[src/rtl/id_stage_pkg.sv]
// Shared types for the RV32I decode stage: widths, opcodes, check_regs codes,
// the ID/EX payload and immediate-extraction helpers.
// The optional ID_STALL_COUNT_EN macro adds a saturating stall-cycle counter.
package id_stage_pkg;

    localparam int unsigned XLEN = 32;
    localparam int unsigned ALEN = 5;
    localparam int unsigned CHKW = 2;

    localparam logic [6:0] OPC_LUI    = 7'b0110111;
    localparam logic [6:0] OPC_AUIPC  = 7'b0010111;
    localparam logic [6:0] OPC_JAL    = 7'b1101111;
    localparam logic [6:0] OPC_JALR   = 7'b1100111;
    localparam logic [6:0] OPC_BRANCH = 7'b1100011;
    localparam logic [6:0] OPC_LOAD   = 7'b0000011;
    localparam logic [6:0] OPC_STORE  = 7'b0100011;
    localparam logic [6:0] OPC_OP_IMM = 7'b0010011;
    localparam logic [6:0] OPC_OP     = 7'b0110011;

    typedef enum logic [CHKW-1:0] {
        CHK_NONE    = 2'b00,
        CHK_RS1     = 2'b01,
        CHK_RS2     = 2'b10,
        CHK_RS1_RS2 = 2'b11
    } check_regs_e;

    typedef struct packed {
        logic            valid;
        logic [XLEN-1:0] pc;
        logic [XLEN-1:0] instr;
        logic [ALEN-1:0] rd;
        logic [ALEN-1:0] rs1;
        logic [ALEN-1:0] rs2;
        logic [XLEN-1:0] imm;
    } id_ex_t;

    function automatic logic [XLEN-1:0] imm_i(input logic [XLEN-1:0] ins);
        return {{20{ins[31]}}, ins[31:20]};
    endfunction

    function automatic logic [XLEN-1:0] imm_s(input logic [XLEN-1:0] ins);
        return {{20{ins[31]}}, ins[31:25], ins[11:7]};
    endfunction

    function automatic logic [XLEN-1:0] imm_b(input logic [XLEN-1:0] ins);
        return {{19{ins[31]}}, ins[31], ins[7], ins[30:25], ins[11:8], 1'b0};
    endfunction

    function automatic logic [XLEN-1:0] imm_u(input logic [XLEN-1:0] ins);
        return {ins[31:12], 12'h000};
    endfunction

    function automatic logic [XLEN-1:0] imm_j(input logic [XLEN-1:0] ins);
        return {{11{ins[31]}}, ins[31], ins[19:12], ins[20], ins[30:21], 1'b0};
    endfunction

endpackage

[src/rtl/id_stage_if.sv]
// Fetch / stall-controller / EXE signal bundle for the decode stage.
// o_stall_cycles exists only when ID_STALL_COUNT_EN is defined.
interface id_stage_if;
    import id_stage_pkg::*;

    logic            i_if_valid;
    logic [XLEN-1:0] i_if_pc;
    logic [XLEN-1:0] i_if_instr;
    logic            o_if_ready;
    logic            i_flush;
    logic            i_stall;
    logic [ALEN-1:0] o_rs1;
    logic [ALEN-1:0] o_rs2;
    logic [CHKW-1:0] o_check_regs;
    logic            o_is_valid;
    logic            o_pipeline_stalled;
    logic            o_ex_valid;
    logic [XLEN-1:0] o_ex_pc;
    logic [XLEN-1:0] o_ex_instr;
    logic [ALEN-1:0] o_ex_rd;
    logic [ALEN-1:0] o_ex_rs1;
    logic [ALEN-1:0] o_ex_rs2;
    logic [XLEN-1:0] o_ex_imm;
`ifdef ID_STALL_COUNT_EN
    logic [31:0]     o_stall_cycles;
`endif

    // Decode stage side
    modport slave (
        input  i_if_valid, i_if_pc, i_if_instr, i_flush, i_stall,
        output o_if_ready, o_rs1, o_rs2, o_check_regs, o_is_valid,
               o_pipeline_stalled, o_ex_valid, o_ex_pc, o_ex_instr,
               o_ex_rd, o_ex_rs1, o_ex_rs2, o_ex_imm
`ifdef ID_STALL_COUNT_EN
               , o_stall_cycles
`endif
    );

    // Environment side (fetch, stall controller, EXE)
    modport master (
        output i_if_valid, i_if_pc, i_if_instr, i_flush, i_stall,
        input  o_if_ready, o_rs1, o_rs2, o_check_regs, o_is_valid,
               o_pipeline_stalled, o_ex_valid, o_ex_pc, o_ex_instr,
               o_ex_rd, o_ex_rs1, o_ex_rs2, o_ex_imm
`ifdef ID_STALL_COUNT_EN
               , o_stall_cycles
`endif
    );

endinterface

[src/rtl/id_stage_decoder.sv]
// Purely combinational RV32I field/immediate extraction from the IF/ID word.
module id_stage_decoder
    import id_stage_pkg::*;
(
    input  logic [XLEN-1:0] instr,
    output logic [ALEN-1:0] rs1_c,
    output logic [ALEN-1:0] rs2_c,
    output logic [ALEN-1:0] rd_c,
    output check_regs_e     check_regs_c,
    output logic [XLEN-1:0] imm_c
);

    // Source usage, destination and immediate selected by opcode
    always_comb begin
        rs1_c        = ALEN'(instr[19:15]);
        rs2_c        = ALEN'(instr[24:20]);
        rd_c         = ALEN'(instr[11:7]);
        check_regs_c = CHK_NONE;
        imm_c        = '0;
        case (instr[6:0])
            OPC_OP: begin
                check_regs_c = CHK_RS1_RS2;
            end
            OPC_BRANCH: begin
                check_regs_c = CHK_RS1_RS2;
                rd_c         = '0;
                imm_c        = imm_b(instr);
            end
            OPC_STORE: begin
                check_regs_c = CHK_RS1_RS2;
                rd_c         = '0;
                imm_c        = imm_s(instr);
            end
            OPC_OP_IMM, OPC_LOAD, OPC_JALR: begin
                check_regs_c = CHK_RS1;
                imm_c        = imm_i(instr);
            end
            OPC_LUI, OPC_AUIPC: begin
                imm_c = imm_u(instr);
            end
            OPC_JAL: begin
                imm_c = imm_j(instr);
            end
            default: begin
                rd_c = '0;
            end
        endcase
    end

endmodule

[src/rtl/id_stage.sv]
// RV32I instruction-decode stage: IF/ID register, fetch handshake, stall and
// flush handling, and the ID/EX register. Bubbles always carry rd=0.
// Optional feature macro: ID_STALL_COUNT_EN (saturating o_stall_cycles).
module id_stage
    import id_stage_pkg::*;
(
    input  logic        clk,
    input  logic        rst_n,
    id_stage_if.slave   bus
);

    logic            id_valid;
    logic [XLEN-1:0] id_pc;
    logic [XLEN-1:0] id_instr;
    logic            stalled_q;
    id_ex_t          ex_q;

    logic [ALEN-1:0] dec_rs1;
    logic [ALEN-1:0] dec_rs2;
    logic [ALEN-1:0] dec_rd;
    check_regs_e     dec_chk;
    logic [XLEN-1:0] dec_imm;

    logic            if_ready_c;
    logic            accept_c;

    id_stage_decoder u_decoder (
        .instr        (id_instr),
        .rs1_c        (dec_rs1),
        .rs2_c        (dec_rs2),
        .rd_c         (dec_rd),
        .check_regs_c (dec_chk),
        .imm_c        (dec_imm)
    );

    // A held instruction blocks fetch; a flush drops any same-cycle fetch
    assign if_ready_c = ~id_valid | ~bus.i_stall;
    assign accept_c   = bus.i_if_valid & if_ready_c & ~bus.i_flush;

    // IF/ID register: EMPTY / FULL / HELD tracked by id_valid and i_stall
    always_ff @(posedge clk or negedge rst_n) begin
        if (!rst_n) begin
            id_valid <= 1'b0;
            id_pc    <= '0;
            id_instr <= '0;
        end else if (bus.i_flush) begin
            id_valid <= 1'b0;
        end else if (accept_c) begin
            id_valid <= 1'b1;
            id_pc    <= bus.i_if_pc;
            id_instr <= bus.i_if_instr;
        end else if (!bus.i_stall) begin
            id_valid <= 1'b0;
        end
    end

    // ID/EX register: flush and stall both insert a bubble with rd=0
    always_ff @(posedge clk or negedge rst_n) begin
        if (!rst_n) begin
            ex_q <= '0;
        end else if (bus.i_flush || bus.i_stall) begin
            ex_q.valid <= 1'b0;
            ex_q.rd    <= '0;
        end else begin
            ex_q.valid <= id_valid;
            ex_q.pc    <= id_pc;
            ex_q.instr <= id_instr;
            ex_q.rd    <= id_valid ? dec_rd : '0;
            ex_q.rs1   <= dec_rs1;
            ex_q.rs2   <= dec_rs2;
            ex_q.imm   <= dec_imm;
        end
    end

    // Previous-cycle stall seen by the stall controller
    always_ff @(posedge clk or negedge rst_n) begin
        if (!rst_n) begin
            stalled_q <= 1'b0;
        end else begin
            stalled_q <= bus.i_stall & ~bus.i_flush;
        end
    end

`ifdef ID_STALL_COUNT_EN
    logic [31:0] stall_cnt;

    // Saturating count of cycles a live instruction sat stalled
    always_ff @(posedge clk or negedge rst_n) begin
        if (!rst_n) begin
            stall_cnt <= '0;
        end else if (bus.i_stall && id_valid && (stall_cnt != '1)) begin
            stall_cnt <= stall_cnt + 32'd1;
        end
    end

    assign bus.o_stall_cycles = stall_cnt;
`endif

    assign bus.o_if_ready         = if_ready_c;
    assign bus.o_rs1              = dec_rs1;
    assign bus.o_rs2              = dec_rs2;
    assign bus.o_check_regs       = id_valid ? dec_chk : CHK_NONE;
    assign bus.o_is_valid         = id_valid;
    assign bus.o_pipeline_stalled = stalled_q;
    assign bus.o_ex_valid         = ex_q.valid;
    assign bus.o_ex_pc            = ex_q.pc;
    assign bus.o_ex_instr         = ex_q.instr;
    assign bus.o_ex_rd            = ex_q.rd;
    assign bus.o_ex_rs1           = ex_q.rs1;
    assign bus.o_ex_rs2           = ex_q.rs2;
    assign bus.o_ex_imm           = ex_q.imm;

endmodule
[src/flat_wrapper.sv]
// flat-port wrapper written by rule: the top's interface ports become plain ports
module id_stage_flat import id_stage_pkg::*;
  (clk, rst_n, bus_i_if_valid, bus_i_if_pc, bus_i_if_instr, bus_i_flush, bus_i_stall, bus_o_if_ready, bus_o_rs1, bus_o_rs2, bus_o_check_regs, bus_o_is_valid, bus_o_pipeline_stalled, bus_o_ex_valid, bus_o_ex_pc, bus_o_ex_instr, bus_o_ex_rd, bus_o_ex_rs1, bus_o_ex_rs2, bus_o_ex_imm);
  id_stage_if bus_i ();
  input  logic clk;
  input  logic rst_n;
  input wire logic [$bits(bus_i.i_if_valid)-1:0] bus_i_if_valid;
  input wire logic [$bits(bus_i.i_if_pc)-1:0] bus_i_if_pc;
  input wire logic [$bits(bus_i.i_if_instr)-1:0] bus_i_if_instr;
  input wire logic [$bits(bus_i.i_flush)-1:0] bus_i_flush;
  input wire logic [$bits(bus_i.i_stall)-1:0] bus_i_stall;
  output wire logic [$bits(bus_i.o_if_ready)-1:0] bus_o_if_ready;
  output wire logic [$bits(bus_i.o_rs1)-1:0] bus_o_rs1;
  output wire logic [$bits(bus_i.o_rs2)-1:0] bus_o_rs2;
  output wire logic [$bits(bus_i.o_check_regs)-1:0] bus_o_check_regs;
  output wire logic [$bits(bus_i.o_is_valid)-1:0] bus_o_is_valid;
  output wire logic [$bits(bus_i.o_pipeline_stalled)-1:0] bus_o_pipeline_stalled;
  output wire logic [$bits(bus_i.o_ex_valid)-1:0] bus_o_ex_valid;
  output wire logic [$bits(bus_i.o_ex_pc)-1:0] bus_o_ex_pc;
  output wire logic [$bits(bus_i.o_ex_instr)-1:0] bus_o_ex_instr;
  output wire logic [$bits(bus_i.o_ex_rd)-1:0] bus_o_ex_rd;
  output wire logic [$bits(bus_i.o_ex_rs1)-1:0] bus_o_ex_rs1;
  output wire logic [$bits(bus_i.o_ex_rs2)-1:0] bus_o_ex_rs2;
  output wire logic [$bits(bus_i.o_ex_imm)-1:0] bus_o_ex_imm;
  assign bus_i.i_if_valid = bus_i_if_valid;
  assign bus_i.i_if_pc = bus_i_if_pc;
  assign bus_i.i_if_instr = bus_i_if_instr;
  assign bus_i.i_flush = bus_i_flush;
  assign bus_i.i_stall = bus_i_stall;
  assign bus_o_if_ready = bus_i.o_if_ready;
  assign bus_o_rs1 = bus_i.o_rs1;
  assign bus_o_rs2 = bus_i.o_rs2;
  assign bus_o_check_regs = bus_i.o_check_regs;
  assign bus_o_is_valid = bus_i.o_is_valid;
  assign bus_o_pipeline_stalled = bus_i.o_pipeline_stalled;
  assign bus_o_ex_valid = bus_i.o_ex_valid;
  assign bus_o_ex_pc = bus_i.o_ex_pc;
  assign bus_o_ex_instr = bus_i.o_ex_instr;
  assign bus_o_ex_rd = bus_i.o_ex_rd;
  assign bus_o_ex_rs1 = bus_i.o_ex_rs1;
  assign bus_o_ex_rs2 = bus_i.o_ex_rs2;
  assign bus_o_ex_imm = bus_i.o_ex_imm;
  id_stage u_core (.clk(clk), .rst_n(rst_n), .bus(bus_i));
endmodule
[config.mk]
export PLATFORM = sky130hd
export DESIGN_NAME = id_stage_flat
export DESIGN_NICKNAME = d
export VERILOG_FILES = /design/src/rtl/id_stage_pkg.sv /design/src/rtl/id_stage_if.sv /design/src/rtl/id_stage_decoder.sv /design/src/rtl/id_stage.sv /design/src/flat_wrapper.sv
export SDC_FILE = /design/constraint.sdc
export NUM_CORES = 1
export LEC_CHECK = 0
export ABC_CLOCK_PERIOD_IN_PS = 1700
export BUFFER_PORTS_ARGS = -buffer_cell sky130_fd_sc_hd__buf_2
export CELL_PAD_IN_SITES_DETAIL_PLACEMENT = 1
export CELL_PAD_IN_SITES_GLOBAL_PLACEMENT = 1
export CORE_ASPECT_RATIO = 1.5
export CORE_MARGIN = 2
export CORE_UTILIZATION = 36
export DETAILED_ROUTE_END_ITERATION = 10
export PLACE_DENSITY_LB_ADDON = 0.1
export SLEW_MARGIN = 20
export SYNTH_ARGS = -nofsm -noshare
export SYNTH_HDL_FRONTEND = slang
export SYNTH_SLANG_ARGS = --single-unit
[constraint.sdc]
create_clock -name clk -period 1.7 [get_ports clk]
set_clock_uncertainty 0.2 [all_clocks]
set_input_delay 0.085 -clock clk [delete_from_list [all_inputs] [get_ports clk]]
set_output_delay 0.085 -clock clk [all_outputs]
set_load 0.005 [all_outputs]
==> run summary <==
part of the power in the clock network: 0.350
die extent in x: 116.3 um
vias: 5,597
Sw Ratio: 0.2970
worst hold path class: input pin to register
unrepaired setup endpoints after global routing: true
period utilisation layout: 1.193
Residual DRC: 0
leakage power: 5.070 nW
final antenna-violating net count: 0
MaxCap Viol Count: 0
share of layout cells above drive strength 1: 0.4454
final core occ: 0.5361
1st-iter DRT viols: 221
row count: 61
Flop pwr share: 0.461
port buffer count: 195
Internal: 7.643 mW
Initial Utilization: 0.3672
die height: 172.5 um
hpwl dp: 13,220 um
routed len/inst: 17.13 um
endpoint of the worst hold path: u_core.id_instr[30]
Main synth FF type: dfrtp_1
CP required: 1.85 ns
Total Wirelength: 20,170 um
setup ws final: -0.3285 ns
Slew Limit Headroom: 0.6800
pre-CTS setup slack: -0.4405 ns
Routability Congestion: 0.8640
H-tree depth: 4
Layout Area Growth over Synthesis: 45.99%
core footprint: 18,550 sq um
TritonCTS clock tree: built
Post-synth EDFFs: 0
min Tclk post-route: 2.029 ns
Hold Slack: 0.2141 ns
Clock transition at path regs: 0.08 ns
FF-to-FF End: u_core.bus.o_ex_imm[20]
TritonCTS Buffers: 17
setup TNS: -9.194 ns
failing checks: negative setup slack
Worst Hold Depth: 3
initial antenna violation count: 0
Logic pwr share: 0.189
largest net degree at the start of global routing: 59
DR vias/cell: 4.755
NumNets Final: 981
final slew viol count: 0
number of global-route vias before repair: 6,043
Hold Startpoint: bus_i_if_instr[30]
clk buf depth: 2
sequential element share of the synthesized area: 0.6173
P_sw: 3.230 mW
Least-Margin Pin Slew: 0.4800 ns
post-synth top area cell: dfrtp_1
Fmax: 493.0 MHz
CP Max Fanout: 11
GRT overflow: 0
final hold vios: 0
Total Routing Usage GR: 0.2013
Mapped Nets: 683
synthesized instance count: 614
status: finished with violations
synthesized area: 6810 sq um
mean post-synth cell area: 11.09 sq um
Startpoint Class: register
area of the multi-input gates: 2451 sq um
ys async rst share: 1.000
PwrDens: 1094 nW/um^2
Ant. Diodes: 0
top post-synthesis cells by area: dfrtp_1 62%, nand2_1 12%, mux2_2 11%
Critical Path AT: 2.18 ns
first-pass GRT wire length: 30,880 um
Clock Latency Late Sink: 0.43 ns
synth warn: 0
top cell type's share of synthesized area: 0.6173
Storage cell area: 4209 sq um
Final Setup Violations: 39
FF-to-FF Start: u_core.id_instr[2]
Peak VDD IR: 599.4 uV
die area: 20,060 sq um
Fill cells: 2,032
First-pass DRT Iterations: 4
crit path kind: register to register
worst reg2reg setup slack: -0.33 ns
Netlist cell types: 38
Ports: 196
Worst Setup End Kind: register
CTS Sinks: 168
reg2reg path depth: 6
synthesized flop and latch total: 168
clock tree root buffer cell: clkbuf_16
[flip-flops by register name, summed over array words and instances, names as in the netlist]
| register | count |
|---|---|
| u_core.bus.o_ex_imm | 32 |
| u_core.bus.o_ex_instr | 32 |
| u_core.bus.o_ex_pc | 32 |
| u_core.bus.o_ex_rd | 5 |
| u_core.bus.o_ex_valid | 1 |
| u_core.bus.o_is_valid | 1 |
| u_core.bus.o_pipeline_stalled | 1 |
| u_core.id_instr | 32 |
| u_core.id_pc | 32 |
[logic make-up after synthesis]
kind of cell	count (synthesis)	share of synthesized area
muxes	64	0.1058
AOI/OAI and AO/OA	67	0.07018
and+or+nand+nor	258	0.1554
xor gates and xnor gates	1	0.001286
DFF	168	0.6173
buffers and inverters	56	0.04997
[cell usage in the layout, fill, tap and decap left out, types with 4 or more instances in the layout]
cell type,count
a21oi_1,20
a221oi_2,4
a22o_1,6
and2_1,7
buf_12,9
buf_2,193
buf_4,50
buf_6,9
clkbuf_16,19
dfrtp_1,164
dfrtp_2,4
dlygate4sd3_1,71
inv_6,5
inv_8,5
mux2_2,64
nand2_1,214
nor2_1,13
o21ai_2,20
[metal layers]
| metal | GRT usage | vias to the layer above | part of all wire |
|---|---|---|---|
| li1 | - | 2598 | - |
| met1 | 0.2244 | 2829 | 0.38 |
| met2 | 0.3648 | 141 | 0.54 |
| met5 | 0 | - | 0 |
| met4 | 0.07143 | 0 | 0.020 |
| met3 | 0.05363 | 29 | 0.055 |
[synthesized netlist by cell type, types with 2 or more instances]
cell and number:
nor2_1 14, a221oi_1 4, buf_1 4, o21ai_1 11, buf_4 21, mux2_2 64, nand3b_1 2, nor2b_1 3
clkbuf_1 14, a21oi_1 22, and3_1 2, o21ai_0 4, nor3_1 6, a22o_1 6, o21ai_2 10, buf_2 11
dfrtp_1 168, nor3_2 2, nand2_1 215, buf_6 5, o31a_1 3, and2_1 7
[per-stage QoR]
stage | power, mW | area, sq um | std cells
6_report | 10.87 | 9942 | 1177
5_1_grt | 11.45 | 9942 | 1177
4_1_cts | 10.91 | 9674 | 1161
3_5_place_dp | 6.864 | 8268 | 1053
3_3_place_gp | 6.766 | 8268 | 1053
2_1_floorplan | 5.927 | 6843 | 614
[critical path: stages, from the launching register on]
cell and delay, ns:
dfrtp_2 0.44, or2_4 0.28, a2111oi_4 0.43, o31a_1 0.26
buf_12 0.15, a21oi_1 0.05, o21ai_1 0.14
[how the worst max path moves through the flow]
| stage | startpoint | endpoint | slack (ns) |
|---|---|---|---|
| floorplan | u_core.id_instr[6] | u_core.bus.o_ex_imm[21] | -0.10 |
| global placement | u_core.id_instr[3] | bus_o_check_regs[1] | -0.37 |
| detailed placement | u_core.id_instr[3] | bus_o_check_regs[1] | -0.44 |
| CTS | u_core.id_instr[3] | bus_o_check_regs[1] | -0.32 |
| global route | u_core.id_instr[3] | u_core.bus.o_ex_imm[20] | -0.41 |
| finish | u_core.id_instr[2] | u_core.bus.o_ex_imm[20] | -0.33 |
[what timing repair did]
item / CTS / global route
setup buffers: 5 / 14
hold buffers: 71 / 0
cloned: 0 / 3
hold endpoints to repair: 241 / 0
endpoints found under the setup margin: 39 / 39
pin swaps: 2 / 14
gates resized for setup: 19 / 27
[cell type report]
class | count | area share
flip-flops and latches | 168 | 0.4234
multi-input cells | 390 | 0.2465
repair buffers | 334 | 0.2397
clock buffers | 17 | 0.04279
well taps | 252 | 0.03171
clock inverters | 15 | 0.01548
inverters | 1 | 0.0003775
[power groups by stage]
stage / Sequential, mW / Clock (mW) / Combinational (mW)
3_3_place_gp: 5.06 / 0 / 1.71
3_5_place_dp: 5.09 / 0 / 1.77
5_1_grt: 5.10 / 4.06 / 2.29
2_1_floorplan: 4.99 / 0 / 0.938
6_report: 5.01 / 3.80 / 2.06
4_1_cts: 5.02 / 3.92 / 1.97
No activity file was read; power rests on OpenSTA's default activity.
